===== src/rtl/sha_pkg.sv =====
// Shared definitions for the SHA-256 output path: digest width, beat counts,
// transmitter state encoding and the ASCII constants used by hex output.
package sha_pkg;

    localparam int unsigned DIGEST_W_DEF = 256;

    // Beats per digest: raw bytes, or hex characters plus a trailing LF.
    localparam int unsigned NBEATS_RAW = DIGEST_W_DEF / 8;
    localparam int unsigned NBEATS_HEX = DIGEST_W_DEF / 4 + 1;

    typedef enum logic [0:0] {
        IDLE = 1'b0,
        SEND = 1'b1
    } digest_tx_state_t;

    localparam logic [7:0] ASCII_LF   = 8'h0A;
    localparam logic [7:0] ASCII_0    = 8'h30;
    localparam logic [7:0] ASCII_A_LC = 8'h61;

endpackage


===== src/rtl/hex_nibble_enc.sv =====
// Combinational nibble to lowercase ASCII hex character converter.
// Ports:
//   nib      in  4  value 0..15
//   ascii_c  out 8  '0'..'9' or 'a'..'f'
module hex_nibble_enc
    import sha_pkg::*;
(
    input  logic [3:0] nib,
    output logic [7:0] ascii_c
);

    always_comb begin
        ascii_c = ASCII_0 + 8'(nib);
        if (nib > 4'd9) begin
            ascii_c = ASCII_A_LC + 8'(nib - 4'd10);
        end
    end

endmodule


===== src/rtl/digest_tx.sv =====
// Digest transmitter: captures the final hash on hash_done and streams it out
// MSB-first as bytes over a valid/ready handshake.
// Build option: DIGEST_TX_HEX_EN selects lowercase ASCII hex output with a
// trailing LF (DIGEST_W/4+1 beats); otherwise raw bytes (DIGEST_W/8 beats).
// Ports:
//   clk, rst_n  clock, async active-low reset
//   hash_done   in   one-cycle pulse qualifying fin_hash
//   fin_hash    in   final digest
//   tx_valid    out  tx_data holds a beat
//   tx_ready    in   sink accepts the beat
//   tx_data     out  current output byte
//   busy        out  a digest is held and not fully sent
//   overrun     out  one-cycle pulse: a hash_done was dropped
module digest_tx
    import sha_pkg::*;
#(
    parameter int unsigned DIGEST_W = DIGEST_W_DEF
) (
    input  logic                clk,
    input  logic                rst_n,
    input  logic                hash_done,
    input  logic [DIGEST_W-1:0] fin_hash,
    output logic                tx_valid,
    input  logic                tx_ready,
    output logic [7:0]          tx_data,
    output logic                busy,
    output logic                overrun
);

`ifdef DIGEST_TX_HEX_EN
    localparam int unsigned NBEATS = DIGEST_W / 4 + 1;
    localparam int unsigned SHIFT  = 4;
`else
    localparam int unsigned NBEATS = DIGEST_W / 8;
    localparam int unsigned SHIFT  = 8;
`endif
    localparam int unsigned        CNT_W = $clog2(NBEATS + 1);
    localparam logic [CNT_W-1:0]   LAST  = CNT_W'(NBEATS - 1);

    digest_tx_state_t    state, state_n;
    logic [CNT_W-1:0]    cnt, cnt_n;
    // Holding register shifts left each beat so the current symbol is on top.
    logic [DIGEST_W-1:0] hold, hold_n;
    logic                ovr_n;
    logic [7:0]          beat_n;
    logic                handshake;
    logic                last_hs;

    assign handshake = tx_valid & tx_ready;
    assign last_hs   = handshake & (cnt == LAST);

    // State and datapath registers; outputs are registered copies of next values.
    always_ff @(posedge clk or negedge rst_n) begin
        if (!rst_n) begin
            state    <= IDLE;
            cnt      <= '0;
            hold     <= '0;
            tx_valid <= 1'b0;
            tx_data  <= 8'h00;
            busy     <= 1'b0;
            overrun  <= 1'b0;
        end else begin
            state    <= state_n;
            cnt      <= cnt_n;
            hold     <= hold_n;
            tx_valid <= (state_n == SEND);
            busy     <= (state_n == SEND);
            tx_data  <= (state_n == SEND) ? beat_n : 8'h00;
            overrun  <= ovr_n;
        end
    end

    // Next-state, beat counter and holding register update.
    always_comb begin
        state_n = state;
        cnt_n   = cnt;
        hold_n  = hold;
        ovr_n   = 1'b0;
        case (state)
            IDLE: begin
                if (hash_done) begin
                    hold_n  = fin_hash;
                    cnt_n   = '0;
                    state_n = SEND;
                end
            end
            SEND: begin
                if (last_hs) begin
                    cnt_n = '0;
                    // A digest arriving on the final handshake chains without a gap.
                    if (hash_done) begin
                        hold_n = fin_hash;
                    end else begin
                        state_n = IDLE;
                    end
                end else begin
                    if (handshake) begin
                        cnt_n  = cnt + CNT_W'(1);
                        hold_n = hold << SHIFT;
                    end
                    ovr_n = hash_done;
                end
            end
            default: begin
                state_n = IDLE;
                cnt_n   = '0;
            end
        endcase
    end

    // Symbol presented for the next beat, derived from the next holding value.
`ifdef DIGEST_TX_HEX_EN
    logic [7:0] nib_ascii_c;

    hex_nibble_enc u_hex_nibble_enc (
        .nib     (hold_n[DIGEST_W-1 -: 4]),
        .ascii_c (nib_ascii_c)
    );

    assign beat_n = (cnt_n == LAST) ? ASCII_LF : nib_ascii_c;
`else
    assign beat_n = hold_n[DIGEST_W-1 -: 8];
`endif

endmodule

===== config.mk =====
export PLATFORM = sky130hd
export DESIGN_NAME = digest_tx
export DESIGN_NICKNAME = d
export VERILOG_FILES = /design/src/rtl/sha_pkg.sv /design/src/rtl/hex_nibble_enc.sv /design/src/rtl/digest_tx.sv
export SDC_FILE = /design/constraint.sdc
export NUM_CORES = 1
export LEC_CHECK = 0
export CAP_MARGIN = 25
export CELL_PAD_IN_SITES_DETAIL_PLACEMENT = 2
export CELL_PAD_IN_SITES_GLOBAL_PLACEMENT = 2
export CORE_MARGIN = 2
export CORE_UTILIZATION = 37
export CTS_CLUSTER_DIAMETER = 200
export CTS_CLUSTER_SIZE = 30
export DETAILED_ROUTE_END_ITERATION = 10
export MAX_ROUTING_LAYER = met4
export PLACE_DENSITY = 0.91
export SETUP_SLACK_MARGIN = 0.02
export SLEW_MARGIN = 20
export SYNTH_ARGS = -nofsm -noshare
export SYNTH_HDL_FRONTEND = slang
export SYNTH_SLANG_ARGS = --single-unit

===== constraint.sdc =====
create_clock -name clk -period 2.7 [get_ports clk]
set_input_delay 0.675 -clock clk [delete_from_list [all_inputs] [get_ports clk]]
set_output_delay 0.675 -clock clk [all_outputs]
set_load 0.01 [all_outputs]

==> impl_metrics.csv <==
group,metric,value,unit
grt,grt_max_degree,124,
timing,finalHoldViolations,0,
timing,finalCritPeriodShare,95.47,%
worst_setup_path,cpPeakStageDelay,0.73,ns
clocking,clk_pin_slew,0.12,ns
clocking,holdBufCountCts,0,
worst_setup_path,ff2ff_path_depth,5,
synthesis,ys_seq_area_share,43.82,%
placed_design,gp_congestion,0.7861,
synthesis,syn-cell-area,0.01553,mm^2
worst_setup_path,timing.rr.end,"hold[48]",
synthesis,synth_nets,1766,
synthesis,synth_area_leader_cell,"dfrtp_1",
layout,layout_common_cells,"272 x dfrtp_1, 268 x clkdlybuf4s50_1, 253 x nand2_1, 247 x inv_1, 240 x o211ai_1",
worst_setup_path,critPathTopFamily,"flip-flops",
synthesis,netlist_instances,1505,
timing,maxSlewViolCount,0,
timing,finClkSkew,0.04886,ns
grt,grt_pass1_vias,14460,
power_and_ir_drop,ir_worst_vdd,0.5738,mV
power_and_ir_drop,p_per_area,745.6,mW/mm^2
synthesis,synth-edff-count,0,
drt,first_pass_iters,5,
grt,antenna_found_initial,9,
worst_setup_path,timing.reg2reg.setup_slack,0.53,ns
floorplanning,pin_count,271,
synthesis,yosysWarningCount,0,
synthesis,ys_async_sr_fraction,100.0,%
worst_hold_path,hold_path_class,"in -> async",
placed_design,hpwl,37.52,mm
drt,drc,0,
clocking,cts_tree,"built",
clocking,clkSinkCount,272,
worst_setup_path,startpoint_type,"register",
timing,maxSlewHeadroom,35.53,%
status,status,"complete, no violations",
worst_setup_path,cp_slowest_cell,"dfrtp_1",
placed_design,dp.cells,2203,
layout,syn_to_final_growth,23.82,%
drt,antenna_left,0,
clocking,insertion_delay,0.53,ns
synthesis,synth_top_area_share,43.82,%
synthesis,ys_top_cells_by_area,"dfrtp_1 44%, o221ai_2 20%, o211ai_1 12%, nand2_1 6.1%, inv_1 6.0%",
drt,via_per_inst,5.774,
worst_setup_path,cp_num_buf_inv,1,
worst_setup_path,crit_type,"reg -> out",
timing,max_freq,387.9,MHz
worst_setup_path,path_max_fanout,13,
clocking,htree_levels,1,
floorplanning,die-area,0.04364,mm^2
drt,wirelength,53.46,mm
layout,layout_commonest_cell,"dfrtp_1",
synthesis,ys_types,44,
timing,tns,0,ns
layout,drive_gt1_share,17.63,%
clocking,cts_root_buf,"clkbuf_16",
worst_setup_path,required,2.03,ns
floorplanning,core,0.04167,mm^2
floorplanning,die_x,208.9,um
timing,setup_viol,0,
layout,final_nets,1940,
synthesis,synth_flop_cell,"dfrtp_1",
placed_design,portBuffers,270,
layout,layout.cells.non_filler,2227,
clocking,clock_path_buffers,3,
drt,post_drt_wl_per_cell,24.01,um
drt,num_vias,12858,
worst_setup_path,cp_cell_sequence,"clkdlybuf4s50_1",
grt,grt_overflow_total,0,
grt,grt_use_total,25.36,%
power_and_ir_drop,p_leak,7.357,nW
floorplanning,fp.dieH,208.9,um
timing,tightest_slew,0.9670,ns
worst_setup_path,cp_data_arrival_time,1.90,ns
floorplanning,initial_core_util,37.28,%
clocking,cts_resized,0,
clocking,numCtsBuffers,13,
clocking,post_cts_buffers,0,
timing,rsz0062_at_grt,"false",
worst_setup_path,reg2reg_from,"state",
synthesis,yosys_register_bits,272,
drt,dr.first_iter.drc_count,835,
worst_setup_path,endpoint_kind,"output pin",
grt,grt_pass1_wl,85.22,mm
floorplanning,fp-row-count,75,
synthesis,synth.avg_cell_area,10.32,um^2
job,drv_cap,0,
timing,period_needed,2.578,ns
## synthesized netlist by cell type (2+ instances only)
cell type,instances
o221ai_1,29
clkbuf_1,95
nand2b_1,3
mux2i_1,11
a21oi_1,2
buf_2,21
buf_4,24
nor2_1,3
nand2_1,253
dfrtp_1,272
o32ai_1,8
o31ai_1,2
o211ai_1,240
a32o_1,9
buf_1,7
a221o_1,8
nor2b_1,3
nand4_1,3
o221ai_2,210
buf_6,25
inv_1,247
o21bai_1,8
## stage by stage
step	hold WS, ns	area (um^2)	setup WS [ns]	total power, mW	utilization (%)
2_1_floorplan	0.3794	15530	0.8215	9.986	-
3_3_place_gp	0.4794	18850	0.1164	11.54	45.23
3_5_place_dp	0.4907	18850	0.007556	12.09	45.23
4_1_cts	0.1341	19210	0.1268	14.50	46.11
5_1_grt	0.1496	19230	0.06922	15.24	46.16
6_report	0.1277	19230	0.1222	14.34	46.16
## per-layer routing
layer	vias up	part of all wire, %	GRT usage (%)
met2	242	52	44.63
met1	6734	42	31.16
met4	0	2.1	5.222
met3	57	3.7	3.411
li1	5825	-	-
met5	-	0	-
## state kept, by name (all words and copies together), names as in the netlist
signal / cells
tx_data: 8
cnt: 6
hold: 256
overrun: 1
state: 1
## kinds of logic after synthesis
logic type               after synthesis  synth area share (%)
AO/OA/AOI/OAI                        527                 36.27
multiplexers                          12                0.7813
adder cells (fa/ha/maj)                1               0.08053
flip-flops                           272                 43.82
AND/OR/NAND/NOR                      271                 6.831
buffers and inverters                420                 12.11
XOR/XNOR                               2                0.1128
## worst max path at each step
stage | from | slack [ns] | to | cells after the start
CTS | state | 0.13 | tx_valid | 1
global placement | tx_ready | 0.12 | hold[247] | 7
detailed placement | tx_ready | 0.008 | hold[153] | 6
floorplan | tx_ready | 0.82 | hold[20] | 7
global route | state | 0.07 | tx_valid | 1
finish | state | 0.12 | tx_valid | 1
## cell type report
| type | instances | area (um^2) |
|---|---|---|
| timing repair buffer | 331 | 3570 |
| multi-input combinational | 813 | 6865 |
| tap | 539 | 674.4 |
| fill | 4246 | 22430 |
| sequential | 272 | 6807 |
| antenna | 9 | 22.52 |
| inverter | 248 | 930.9 |
| clock buffer | 13 | 325.3 |
| clock inverter | 2 | 38.79 |
## where the power goes
| group | total, mW | internal (mW) | switching (mW) |
|---|---|---|---|
| logic | 5.46 | 2.42 | 3.04 |
| clock network | 2.33 | 0.911 | 1.42 |
| registers | 6.55 | 5.50 | 1.06 |
Note: power is estimated with default switching activity, not from simulation.
